[src/rtl/naive_bus_rr_router.sv]
// naive_bus_rr_router: N masters to N slaves, one request-address-data bus
// per slave, arbitrated per slave (fixed priority or round-robin). Decode
// misses complete locally with gnt=1 and read data 0, and are counted.
module naive_bus_rr_router #(
    parameter int                      N_MASTER    = 3,
    parameter int                      N_SLAVE     = 5,
    parameter logic [N_SLAVE*32-1:0]   SLAVES_MASK = {32'h3, 32'hfff, 32'hfff, 32'hfff, 32'hfff},
    parameter logic [N_SLAVE*32-1:0]   SLAVES_BASE = {32'h30000, 32'h20000, 32'h10000, 32'h8000, 32'h0},
    parameter int                      ARB_MODE    = 1
) (
    input  logic                      clk,
    input  logic                      rst_n,
    input  logic [N_MASTER-1:0]       m_rd_req,
    input  logic [N_MASTER-1:0]       m_wr_req,
    output logic [N_MASTER-1:0]       m_rd_gnt,
    output logic [N_MASTER-1:0]       m_wr_gnt,
    input  logic [N_MASTER*32-1:0]    m_rd_addr,
    input  logic [N_MASTER*32-1:0]    m_wr_addr,
    input  logic [N_MASTER*32-1:0]    m_wr_data,
    input  logic [N_MASTER*4-1:0]     m_wr_be,
    output logic [N_MASTER*32-1:0]    m_rd_data,
    output logic [N_SLAVE-1:0]        s_rd_req,
    output logic [N_SLAVE-1:0]        s_wr_req,
    input  logic [N_SLAVE-1:0]        s_rd_gnt,
    input  logic [N_SLAVE-1:0]        s_wr_gnt,
    output logic [N_SLAVE*32-1:0]     s_rd_addr,
    output logic [N_SLAVE*32-1:0]     s_wr_addr,
    output logic [N_SLAVE*32-1:0]     s_wr_data,
    output logic [N_SLAVE*4-1:0]      s_wr_be,
    input  logic [N_SLAVE*32-1:0]     s_rd_data,
    output logic [15:0]               dec_err_cnt
);
    localparam int MW = (N_MASTER > 1) ? $clog2(N_MASTER) : 1;
    localparam int SW = (N_SLAVE > 1) ? $clog2(N_SLAVE) : 1;
    localparam logic [MW-1:0] LAST_M = MW'(N_MASTER - 1);

    logic [N_MASTER-1:0]               op_rd, op_wr, tgt_hit, err_hit;
    logic [N_MASTER-1:0][SW-1:0]       tgt_idx;
    logic [N_MASTER-1:0][31:0]         tgt_addr;
    logic [N_SLAVE-1:0][N_MASTER-1:0]  req_mat;
    logic [N_SLAVE-1:0]                sel_vld, sel_rd, sel_wr, slv_gnt, locked;
    logic [N_SLAVE-1:0][MW-1:0]        sel_idx, lock_idx, ptr;
    logic [N_MASTER-1:0]               rd_pend, rd_err;
    logic [N_MASTER-1:0][SW-1:0]       rd_src;
    logic [16:0]                       err_sum;

    // Per master: pick the active operation (read wins) and decode its address.
    // Scanning downward lets the lowest matching slave overwrite the result.
    always_comb begin
        for (int m = 0; m < N_MASTER; m++) begin
            op_rd[m]    = m_rd_req[m];
            op_wr[m]    = !m_rd_req[m] && m_wr_req[m];
            tgt_addr[m] = op_rd[m] ? m_rd_addr[32*m +: 32] : m_wr_addr[32*m +: 32];
            tgt_hit[m]  = 1'b0;
            tgt_idx[m]  = '0;
            for (int s = N_SLAVE - 1; s >= 0; s--) begin
                if ((tgt_addr[m] & ~SLAVES_MASK[32*s +: 32]) == SLAVES_BASE[32*s +: 32]) begin
                    tgt_hit[m] = 1'b1;
                    tgt_idx[m] = SW'(s);
                end
            end
        end
    end

    // Request matrix: which masters want which slave this cycle.
    always_comb begin
        for (int s = 0; s < N_SLAVE; s++)
            for (int m = 0; m < N_MASTER; m++)
                req_mat[s][m] = (op_rd[m] || op_wr[m]) && tgt_hit[m] && (tgt_idx[m] == SW'(s));
    end

    // Per-slave selection: a still-requesting locked master keeps the slave,
    // otherwise search from ptr (round-robin) or from master 0 (fixed).
    always_comb begin
        int cand;
        cand = 0;
        for (int s = 0; s < N_SLAVE; s++) begin
            sel_vld[s] = 1'b0;
            sel_idx[s] = '0;
            if (locked[s] && req_mat[s][lock_idx[s]]) begin
                sel_vld[s] = 1'b1;
                sel_idx[s] = lock_idx[s];
            end else begin
                for (int off = 0; off < N_MASTER; off++) begin
                    cand = (ARB_MODE == 1) ? int'(ptr[s]) + off : off;
                    if (cand >= N_MASTER) cand = cand - N_MASTER;
                    if (!sel_vld[s] && req_mat[s][cand]) begin
                        sel_vld[s] = 1'b1;
                        sel_idx[s] = MW'(cand);
                    end
                end
            end
        end
    end

    // Route the selected master onto each slave bus and return the slave's
    // grant to that master only; decode misses are granted locally.
    always_comb begin
        s_rd_req  = '0;
        s_wr_req  = '0;
        s_rd_addr = '0;
        s_wr_addr = '0;
        s_wr_data = '0;
        s_wr_be   = '0;
        m_rd_gnt  = '0;
        m_wr_gnt  = '0;
        slv_gnt   = '0;
        err_hit   = '0;
        for (int s = 0; s < N_SLAVE; s++) begin
            sel_rd[s] = sel_vld[s] && op_rd[sel_idx[s]];
            sel_wr[s] = sel_vld[s] && op_wr[sel_idx[s]];
            if (sel_rd[s]) begin
                s_rd_req[s]          = 1'b1;
                s_rd_addr[32*s +: 32] = m_rd_addr[32*sel_idx[s] +: 32];
                m_rd_gnt[sel_idx[s]] = s_rd_gnt[s];
            end
            if (sel_wr[s]) begin
                s_wr_req[s]           = 1'b1;
                s_wr_addr[32*s +: 32] = m_wr_addr[32*sel_idx[s] +: 32];
                s_wr_data[32*s +: 32] = m_wr_data[32*sel_idx[s] +: 32];
                s_wr_be[4*s +: 4]     = m_wr_be[4*sel_idx[s] +: 4];
                m_wr_gnt[sel_idx[s]]  = s_wr_gnt[s];
            end
            slv_gnt[s] = (sel_rd[s] && s_rd_gnt[s]) || (sel_wr[s] && s_wr_gnt[s]);
        end
        for (int m = 0; m < N_MASTER; m++) begin
            if ((op_rd[m] || op_wr[m]) && !tgt_hit[m]) begin
                err_hit[m] = 1'b1;
                if (op_rd[m]) m_rd_gnt[m] = 1'b1;
                else          m_wr_gnt[m] = 1'b1;
            end
        end
        // Handshake outputs are held quiet for the whole reset window.
        if (!rst_n) begin
            s_rd_req = '0;
            s_wr_req = '0;
            m_rd_gnt = '0;
            m_wr_gnt = '0;
            slv_gnt  = '0;
            err_hit  = '0;
        end
    end

    // Pointer advances and lock releases only when the slave grants.
    always_ff @(posedge clk or negedge rst_n) begin
        if (!rst_n) begin
            ptr      <= '0;
            locked   <= '0;
            lock_idx <= '0;
        end else begin
            for (int s = 0; s < N_SLAVE; s++) begin
                locked[s]   <= sel_vld[s] && !slv_gnt[s];
                lock_idx[s] <= sel_idx[s];
                if (slv_gnt[s])
                    ptr[s] <= (sel_idx[s] == LAST_M) ? '0 : sel_idx[s] + MW'(1);
            end
        end
    end

    // Remember which slave (or a decode miss) owes each master read data.
    always_ff @(posedge clk or negedge rst_n) begin
        if (!rst_n) begin
            rd_pend <= '0;
            rd_err  <= '0;
            rd_src  <= '0;
        end else begin
            rd_pend <= m_rd_gnt;
            for (int m = 0; m < N_MASTER; m++) begin
                rd_err[m] <= !tgt_hit[m];
                rd_src[m] <= tgt_idx[m];
            end
        end
    end

    // Read data mux; zero unless a real slave read is pending.
    always_comb begin
        m_rd_data = '0;
        for (int m = 0; m < N_MASTER; m++)
            if (rd_pend[m] && !rd_err[m])
                m_rd_data[32*m +: 32] = s_rd_data[32*rd_src[m] +: 32];
    end

    // Sum of decode misses this cycle added to the counter.
    always_comb begin
        int k;
        k = 0;
        for (int m = 0; m < N_MASTER; m++) k = k + int'(err_hit[m]);
        err_sum = {1'b0, dec_err_cnt} + 17'(k);
    end

    // Saturating decode-error counter.
    always_ff @(posedge clk or negedge rst_n) begin
        if (!rst_n)          dec_err_cnt <= '0;
        else if (err_sum[16]) dec_err_cnt <= 16'hffff;
        else                 dec_err_cnt <= err_sum[15:0];
    end
endmodule

[config.mk]
export PLATFORM = sky130hd
export DESIGN_NAME = naive_bus_rr_router
export DESIGN_NICKNAME = d
export VERILOG_FILES = /design/src/rtl/naive_bus_rr_router.sv
export SDC_FILE = /design/constraint.sdc
export NUM_CORES = 1
export LEC_CHECK = 0
export ABC_CLOCK_PERIOD_IN_PS = 4700
export BUFFER_PORTS_ARGS = -buffer_cell sky130_fd_sc_hd__buf_2
export CAP_MARGIN = 20
export CORE_AREA = 2 2 433 435
export CTS_CLUSTER_DIAMETER = 80
export DETAILED_ROUTE_END_ITERATION = 8
export DIE_AREA = 0 0 435 437
export GPL_ROUTABILITY_DRIVEN = 0
export GPL_TIMING_DRIVEN = 0
export PLACE_DENSITY = 0.3
export SYNTH_ARGS = -nofsm -noshare
export SYNTH_HDL_FRONTEND = slang
export SYNTH_SLANG_ARGS = --single-unit
[constraint.sdc]
create_clock -name clk -period 4.7 [get_ports clk]
set_input_delay 0.235 -clock clk [delete_from_list [all_inputs] [get_ports clk]]
set_output_delay 0.235 -clock clk [all_outputs]
set_load 0.05 [all_outputs]
==> impl_metrics.csv <==
group,metric,value,unit
logic_synthesis,syn_area_per_cell,7.50,um2
timing,hold_viol_final,0,
logic_synthesis,synthTopCellsByArea,"mux4_2 12%, buf_4 8.9%, nor2_1 8.4%",
run_status,status,"completed",
placement,dp.cells,5985,
setup_path,crit_required,4.47,ns
setup_path,critPathArrivalTime,4.36,ns
placement,io_buffers,895,
logic_synthesis,synth_edf_count,0,
final_layout,final_cells,6027,
timing,setup_viol,0,
clocking,h-tree-depth,2,
timing,max_freq,217,MHz
global_route,grt.busiest_layer,"met2",
die,die_h,437,um
global_route,antenna_found_initial,72,
timing,finalClockSkew,0.0144,ns
final_layout,drive_gt1_share,46.7,%
placement,place.detailed.hpwl,143000,um
setup_path,endpoint_kind,"output pin",
timing,rsz0062_at_grt,"false",
die,core_area,185000,um2
drt,drt_iter0_drc,1283,
global_route,grt_pass1_wl,222000,um
logic_synthesis,synth-seq-cells,56,
global_route,grt_overflow,0,
logic_synthesis,synth-compound-area-share,26.4,%
logic_synthesis,ys_seq_area_share,7.84,%
logic_synthesis,muxShareOfSynthArea,17.6,%
die,rows,158,
pwr,power_leakage,13.1,nW
global_route,grt_use_met3,2.82,%
setup_path,cp-start-kind,"primary input",
drt,antenna_left,0,
logic_synthesis,synth_flop_cell,"dfrtp_1",
pwr,peakVddDrop,0.120,mV
logic_synthesis,synth_area_leader_cell,"mux4_2",
drt,drc,0,
clocking,clock_latency,0.33,ns
drt,viasPerCell,4.02,
timing,worst_pin_slew,1.06,ns
logic_synthesis,async_flop_share,100,%
logic_synthesis,syn_area,17900,um2
die,ioPinCount,1106,
final_layout,fillers,21700,
drt,wl,166000,um
setup_path,path_class,"in2out",
global_route,grt_util_met2,33.9,%
logic_synthesis,yosysWarnings,0,
timing,slew_viol_final,0,
logic_synthesis,yosys.area_share.simple,30.9,%
clocking,root_buffer,"clkbuf_16",
drt,num_vias,24200,
logic_synthesis,synth_top_area_share,12.1,%
logic_synthesis,yosysUniqueCellTypes,116,
timing,finalCritPeriodShare,97.8,%
timing,period_needed,4.60,ns
clocking,cts_tree,"done",
logic_synthesis,synth_fa_ha_area_share,1.23,%
clocking,path_clk_slew,0.08,ns
timing,slew_headroom,29.4,%
logic_synthesis,synthXorXnorAreaFrac,0.735,%
pwr,power.density,95.9,nW/um2
final_layout,area_growth,54.5,%
drt,avgRoutedWirePerCell,27.6,um
global_route,grt_max_degree,44,
pwr,finalPower,2.65,mW
drt,drtPass1Iterations,6,
min_path,min_path_type,"in2reg",
logic_synthesis,synth_top_family_by_area,"simple AND/OR/NAND/NOR gates",
clocking,cts_buffers,5,
die,initial_core_util,9.66,%
global_route,grt_pass1_vias,24700,
setup_path,path_max_fanout,10,
global_route,grt_usage,16.7,%
logic_synthesis,synthesis.instances,2384,
die,dieArea,190000,um2
global_route,grt_use_met1,17.0,%
clocking,cts_num_sinks,56,
final_layout,final_util,14.9,%
final_layout,final_net_count,4029,
clocking,cts_buffer_depth,2,
die,dieWidth,435,um
flow_run,maxCapViolCount,0,
sequential cells by signal, indices dropped and copies added, names as in the netlist:
signal       cells
rd_src           9
ptr             10
rd_pend          3
dec_err_cnt     16
lock_idx        10
rd_err           3
locked           5
final timing paths:
check / startpoint / endpoint / slack, ns / depth (start not counted)
min in group asynchronous: rst_n / ptr[8]$_DFFE_PN0P_ / 0.43 / 3
setup reg to reg: ptr[8]$_DFFE_PN0P_ / ptr[9]$_DFFE_PN0P_ / 1.17 / 12
setup / recovery: m_wr_addr[84] / s_wr_data[98] / 0.10 / 14
hold reg to reg: ptr[1]$_DFFE_PN0P_ / ptr[1]$_DFFE_PN0P_ / 0.53 / 1
max in group asynchronous: rst_n / dec_err_cnt[15]$_DFF_PN0_ / 3.04 / 3
hold / removal: s_wr_gnt[3] / locked[3]$_DFF_PN0_ / 0.24 / 2
critical path: stages:
cell	delay (ns)
buf_2	0.09
or4_1	0.72
nor3b_2	0.36
o2111a_2	0.39
nand2_1	0.15
o41ai_2	0.55
o21ai_4	0.13
buf_8	0.18
inv_2	0.17
nor3_2	0.10
a211o_4	0.35
buf_6	0.20
a211oi_2	0.36
clkbuf_4	0.34
cells in the mapped netlist, types with 30 or more instances:
| library cell | n |
|---|---|
| nand2_1 | 164 |
| inv_1 | 48 |
| a211oi_2 | 51 |
| nor3_1 | 115 |
| mux2i_1 | 85 |
| a21oi_1 | 36 |
| a22oi_1 | 100 |
| dfrtp_1 | 56 |
| o211a_1 | 40 |
| buf_4 | 213 |
| o22ai_1 | 179 |
| nor3_2 | 102 |
| nor4_1 | 30 |
| clkbuf_1 | 121 |
| mux4_2 | 96 |
| nor2_1 | 402 |
| buf_2 | 36 |
| o21ai_0 | 33 |
| nand3_1 | 75 |
cells in the final DEF, fill, tap and decap left out, types with 17 or more instances in the layout:
cell / count
clkbuf_1: 78
buf_2: 912
nor2_1: 396
nand3_1: 72
o22ai_1: 177
nor3_1: 107
nand2_1: 159
mux2i_1: 80
clkbuf_2: 35
mux4_2: 96
a211oi_2: 53
buf_4: 249
conb_1: 210
inv_1: 47
a21oi_1: 33
dfrtp_1: 56
o21ai_0: 32
buf_6: 17
nor3_2: 108
nor4_1: 20
nand4_1: 24
a22oi_1: 100
o211a_1: 39
stage by stage:
step / hold slack [ns] / setup slack (ns) / TNS (ns) / area [um2]
3_3_place_gp: 0.507 / -2.70 / -588.86 / 26200
4_1_cts: 0.234 / -0.00561 / -0.00561 / 27300
2_1_floorplan: -0.0606 / 0.254 / 0 / 18700
6_report: 0.238 / 0.102 / 0 / 27600
3_5_place_dp: 0.153 / -1.78 / -338.05 / 26500
5_1_grt: 0.253 / 0.000554 / 0 / 27600
metal layers:
| metal | up-vias | part of all wire (%) |
|---|---|---|
| met5 | - | 0.055 |
| met4 | 14 | 3.9 |
| met3 | 274 | 5.8 |
| met2 | 1194 | 56 |
| met1 | 11800 | 35 |
| li1 | 10900 | - |
layout make-up:
class,instances,area [um2],area share (%)
multi-input cells,2074,15000,54.4
well taps,2480,3100,11.2
diodes,9,22.5,0.0816
clock inverters,2,15.0,0.0544
inverters,56,219,0.793
clock buffers,6,139,0.503
repair buffers,940,5040,18.3
plain buffers,404,2630,9.54
flip-flops and latches,56,1400,5.08
repair_timing:
action / in CTS / in global routing
resized for setup: 120 / 71
endpoints found under the setup margin: 332 / 210
pin swaps: 12 / 4
setup buffers: 21 / 3
hold buffers: 2 / 0
hold endpoints to repair: 16 / 0
cells by family (layout without fill, tap and decap cells):
group,after synthesis,count (layout)
adder cells (fa/ha/maj),17,17
other,1,219
buffers and inverters,463,1408
flip-flops,56,56
XOR/XNOR,15,15
multiplexers,192,192
AO/OA/AOI/OAI,595,595
AND/OR/NAND/NOR,1045,1045
power breakdown:
part	switching, mW	internal (mW)
clock	0.231	0.214
sequential	0.0399	0.518
combinational	1.12	0.520
total	1.39	1.25
Note: power is estimated with default switching activity, not from simulation.
